### config.mk
export PLATFORM = sky130hd
export DESIGN_NAME = gather_sink_controller
export DESIGN_NICKNAME = d
export VERILOG_FILES = /design/src/rtl/gather_sink_controller.sv
export SDC_FILE = /design/constraint.sdc
export NUM_CORES = 1
export LEC_CHECK = 0
export CORE_MARGIN = 5
export CORE_UTILIZATION = 35
export CTS_CLUSTER_SIZE = 25
export DETAILED_ROUTE_END_ITERATION = 12
export SLEW_MARGIN = 10
export SYNTH_ARGS = -nofsm -noshare
export SYNTH_HDL_FRONTEND = slang
export SYNTH_SLANG_ARGS = --single-unit
### constraint.sdc
create_clock -name clk -period 7.1 [get_ports clk]
set_input_delay 1.42 -clock clk [delete_from_list [all_inputs] [get_ports clk]]
set_output_delay 1.42 -clock clk [all_outputs]
set_load 0.02 [all_outputs]
### src/rtl/gather_sink_controller.sv
// Gather/FC sink: buffers ejected flits, checks packet framing against FCpl,
// drains over valid/ready and returns one credit per drained flit.
// Optional same-cycle bypass when empty: define GATHER_SINK_BYPASS_EN.
module gather_sink_controller #(
  parameter int x_pos = 0,
  parameter int y_pos = 0,
  parameter int DW    = 32,
  parameter int DEPTH = 16,
  parameter int FCpl  = 16
) (
  input  logic                     clk,
  input  logic                     rstn,
  input  logic                     in_valid,
  input  logic [DW-1:0]            in_flit,
  input  logic [1:0]               in_flit_type,
  output logic                     out_valid,
  input  logic                     out_ready,
  output logic [DW-1:0]            out_flit,
  output logic [1:0]               out_flit_type,
  output logic                     credit_ret,
  output logic [$clog2(DEPTH):0]   free_cnt,
  output logic [31:0]              pkt_cnt,
  output logic                     len_err,
  output logic                     seq_err,
  output logic                     ovf_err
);

  localparam int AW = $clog2(DEPTH);
  localparam int CW = AW + 1;

  localparam logic [1:0] TYPE_HEAD = 2'd1;
  localparam logic [1:0] TYPE_BODY = 2'd2;
  localparam logic [1:0] TYPE_TAIL = 2'd3;

  localparam logic [0:0] S_IDLE = 1'b0;
  localparam logic [0:0] S_RECV = 1'b1;

  logic [DW-1:0] mem_data [DEPTH];
  logic [1:0]    mem_type [DEPTH];
  logic [AW-1:0] wr_ptr, rd_ptr;
  logic [CW-1:0] count;

  logic empty, full, pop, wr, bypass, observe, drop;

  logic [0:0] state;
  logic [7:0] len;
  logic [8:0] len_inc;

  always_comb begin
    empty = (count == '0);
    full  = (count == CW'(DEPTH));
    pop   = !empty && out_ready;
`ifdef GATHER_SINK_BYPASS_EN
    bypass = empty && in_valid && out_ready;
`else
    bypass = 1'b0;
`endif
    // A pop at a full buffer frees the slot the concurrent write lands in.
    wr      = in_valid && !bypass && (!full || pop);
    drop    = in_valid && full && !pop;
    observe = wr || bypass;
    len_inc = {1'b0, len} + 9'd1;
  end

  always_comb begin
    out_valid     = !empty || bypass;
    out_flit      = '0;
    out_flit_type = '0;
    if (bypass) begin
      out_flit      = in_flit;
      out_flit_type = in_flit_type;
    end else if (!empty) begin
      out_flit      = mem_data[rd_ptr];
      out_flit_type = mem_type[rd_ptr];
    end
    free_cnt = CW'(DEPTH) - count;
  end

  always_ff @(posedge clk) begin
    if (wr) begin
      mem_data[wr_ptr] <= in_flit;
      mem_type[wr_ptr] <= in_flit_type;
    end
  end

  always_ff @(posedge clk or negedge rstn) begin
    if (!rstn) begin
      wr_ptr     <= '0;
      rd_ptr     <= '0;
      count      <= '0;
      credit_ret <= 1'b0;
      ovf_err    <= 1'b0;
    end else begin
      if (wr)  wr_ptr <= wr_ptr + 1'b1;
      if (pop) rd_ptr <= rd_ptr + 1'b1;
      case ({wr, pop})
        2'b10:   count <= count + 1'b1;
        2'b01:   count <= count - 1'b1;
        default: count <= count;
      endcase
      credit_ret <= pop || bypass;
      if (drop) ovf_err <= 1'b1;
    end
  end

  always_ff @(posedge clk or negedge rstn) begin
    if (!rstn) begin
      state   <= S_IDLE;
      len     <= '0;
      pkt_cnt <= '0;
      len_err <= 1'b0;
      seq_err <= 1'b0;
    end else if (observe) begin
      case (state)
        S_IDLE: begin
          if (in_flit_type == TYPE_HEAD) begin
            state <= S_RECV;
            len   <= 8'd1;
          end else begin
            seq_err <= 1'b1;
          end
        end
        default: begin
          case (in_flit_type)
            TYPE_HEAD: begin
              seq_err <= 1'b1;
              len     <= 8'd1;
            end
            TYPE_TAIL: begin
              state <= S_IDLE;
              if (len_inc == 9'(FCpl)) pkt_cnt <= pkt_cnt + 1'b1;
              else                     len_err <= 1'b1;
            end
            TYPE_BODY: begin
              if (len != 8'hFF) len <= len_inc[7:0];
            end
            default: begin
              if (len != 8'hFF) len <= len_inc[7:0];
            end
          endcase
        end
      endcase
    end
  end

endmodule

==> impl_metrics.ini <==
[clock_network]
ctsResizeCount = 0
cts_hold_buf = 0
cts_root_buf = clkbuf_16
cts.sinks = 602
cts_tree = done
clock_latency_ps = 630
htreeDepth = 2
cts-buffers-inserted = 61
clk_path_buf_depth = 3
clk_pin_slew_ps = 60
post_cts_buffers = 0

[cells_and_area]
nNetsFinal = 1335
area_growth_pct = 18.22
final_cells = 2200
drive_gt1_share_pct = 22.17

[drt]
vias = 11540
wl_met2_mm = 24.68
wl_mm = 52.27
drtIter0Drc = 944
via_per_inst = 5.243
ant_nets = 0
highest_layer = met5
wl_per_cell_um = 23.76
met3_length_mm = 3.583
first_pass_iters = 4
drc = 0
met1_length_mm = 23.01

[sta]
worstMarginPinSlew_ps = 1302
max_freq_mhz = 191.4
timing.final.hold_violations = 0
slew_headroom_pct = 12.82
finalCritPeriodShare_pct = 73.57
period_needed_ps = 5224
setup_viol = 0
finalMaxSlewViolations = 0
rsz0062_at_grt = false
tns_ps = 0
fin_skew_ps = 17.75

[die]
rows = 94
core_um2 = 65980
die_x_um = 268.4
fp.dieArea_um2 = 72030
start_util_pct = 35.41
ioPinCount = 114
die-height_um = 268.4

[hold_path]
holdPathStages = 1
worstHoldPathType = reg -> reg
hp-start = pkt_cnt[31]
hold-path-endpoint = pkt_cnt[31]

[worst_setup_path]
worstRegToRegCells = 10
crit_type = reg -> out
crit_chain = buf_4 -> nor2b_1 -> buf_4 -> a22oi_1 -> a21oi_1 -> clkdlybuf4s50_1
critPathMaxFanout = 52
crit_top_cell = buf_4
worst-path-stages = 6
worstReg2RegStart = count[0]
cp_slowest_cell = dfrtp_4
setup.worst_path.end_class = output pin
cp_slowest_stage_delay_ps = 800
cp.required_ps = 5680
crit_family = buffers and inverters
crit_arrival_ps = 3800
start_kind = register
r2r_end = mem_data[2][24]
crit_buf_inv = 3
r2r_slack_ps = 3370

[placement]
portBuffers = 113
dp_cells = 2086
dpl.hpwl_mm = 30.19
globalplace.congestion = 0.7651

[synthesis]
synthesis.nets = 1184
synth_seq_cells = 602
yosysTopAreaCellShare_pct = 69.92
netlist_instances = 1134
yosysUniqueCellTypes = 48
yosysSeqAreaShare_pct = 76.13
synthTopCellsByArea = edfxtp_1, mux4_2, dfrtp_1
yosysTopAreaCell = edfxtp_1
avgSynthCellArea_um2 = 20.60
synth_area_um2 = 23360
yosysWarnings = 0

[global_route]
antenna_found_initial = 3
grt_pass1_wl_mm = 79.13
grt_pass1_vias = 12100
gr-total-overflow = 0
grt_usage_pct = 14.56
grt_start_max_net_pins = 59

[pwr]
p_switching_mw = 3.367
ir_worst_vdd_mv = 0.2904
cellInternalPower_mw = 7.426
switching_share_pct = 31.20
power_frac_clock_pct = 28.0
leakage_nw = 8.797
combPwrFrac_pct = 30.4
p_per_area_nw_per_um2 = 390.8
p_seq_share_pct = 41.6

[run_status]
outcome = completed

[job]
maxCapViolCount = 0
## per-layer routing
| metal | up-vias | global-route usage [%] |
|---|---|---|
| met1 | 6161 | 20.53 |
| li1 | 4993 | - |
| met5 | - | 0 |
| met3 | 67 | 4.038 |
| met4 | 4 | 3.305 |
| met2 | 310 | 22.91 |
## registers in the layout, indices dropped and copies added, names as in the netlist, 4 cells and up, named ones only
signal and flops:
pkt_cnt 32, len 8, count 5, mem_type 32, mem_data 512, rd_ptr 4, wr_ptr 4
## cell usage in the layout (no fill, tap or decap), drive strengths merged, types with 7 or more instances in the layout
| master | count |
|---|---|
| nor3 | 9 |
| inv | 17 |
| clkbuf | 76 |
| xnor2 | 39 |
| a21oi | 40 |
| clkinv | 32 |
| nor4 | 7 |
| and3 | 8 |
| nand4 | 12 |
| buf | 35 |
| edfxtp | 544 |
| mux4 | 136 |
| a22oi | 69 |
| dfrtp | 58 |
| nand3 | 18 |
| ha | 12 |
| o21ai | 12 |
| clkdlybuf4s50 | 112 |
| nor2 | 22 |
| nand2 | 28 |
## cells in the mapped netlist, drive strengths merged
cell type	count
a211oi	1
a21boi	1
a21oi	40
a22oi	69
a31oi	2
a32o	1
and2	2
and3	8
and4	3
and4b	2
buf	23
clkbuf	36
clkinv	1
dfrtp	58
edfxtp	544
ha	12
inv	14
mux2	2
mux4	136
nand2	28
nand2b	5
nand3	18
nand4	12
nand4bb	1
nor2	22
nor2b	5
nor3	9
nor3b	4
nor4	7
nor4b	1
o211ai	1
o21ai	12
o21bai	3
o31ai	4
or2	1
or3	1
or4	1
xnor2	39
xor2	5
## logic make-up (layout without fill, tap and decap cells)
logic type | Yosys count | in the layout | share of synthesized area [%]
xor gates and xnor gates | 44 | 44 | 1.649
other | 0 | 1 | 0
AOI/OAI and AO/OA | 134 | 134 | 3.797
DFF | 602 | 602 | 76.13
muxes | 138 | 138 | 13.21
and+or+nand+nor | 130 | 130 | 3.170
adders and majority gates | 12 | 12 | 0.6426
buffers and inverters | 74 | 275 | 1.408
## how the worst max path moves through the flow
stage | from | endpoint | slack [ps]
finish | rd_ptr[1] | out_flit_type[1] | 1880
global route | rd_ptr[0] | out_flit[8] | 1600
CTS | rd_ptr[0] | out_flit[2] | 1760
detailed placement | rd_ptr[0] | out_flit[2] | 2460
global placement | rd_ptr[0] | out_flit[2] | 2470
floorplan | out_ready | mem_data[3][0] | 1860
## final cells by class
| class | count | area [um^2] |
|---|---|---|
| Fill cell | 5691 | 38360 |
| Antenna cell | 1 | 2.502 |
| Multi-Input combinational cell | 458 | 5369 |
| Sequential cell | 602 | 17800 |
| Timing Repair Buffer | 147 | 1406 |
| Inverter | 15 | 68.82 |
| Clock buffer | 76 | 1603 |
| Tap cell | 864 | 1081 |
| Clock inverter | 37 | 296.5 |
## metrics by stage
step | utilization (%) | instance area [um^2] | power, mW | setup WS, ps | hold WS, ps
2_1_floorplan | - | 23360 | 6.566 | 1857 | 460.2
3_3_place_gp | 38.98 | 25720 | 7.889 | 2470 | 462.5
3_5_place_dp | 38.98 | 25720 | 7.906 | 2457 | 463.7
4_1_cts | 41.86 | 27620 | 10.96 | 1761 | 483.7
5_1_grt | 41.86 | 27620 | 11.33 | 1596 | 503.3
6_report | 41.86 | 27620 | 10.79 | 1876 | 489.5
## power by group through the flow
stage	clock (mW)	sequential (mW)	combinational, mW
5_1_grt	3.28	4.54	3.51
6_report	3.02	4.49	3.28
4_1_cts	3.11	4.50	3.35
3_3_place_gp	0	4.56	3.33
3_5_place_dp	0	4.57	3.33
2_1_floorplan	0	4.40	2.17
(Power assumes the default switching activity.)
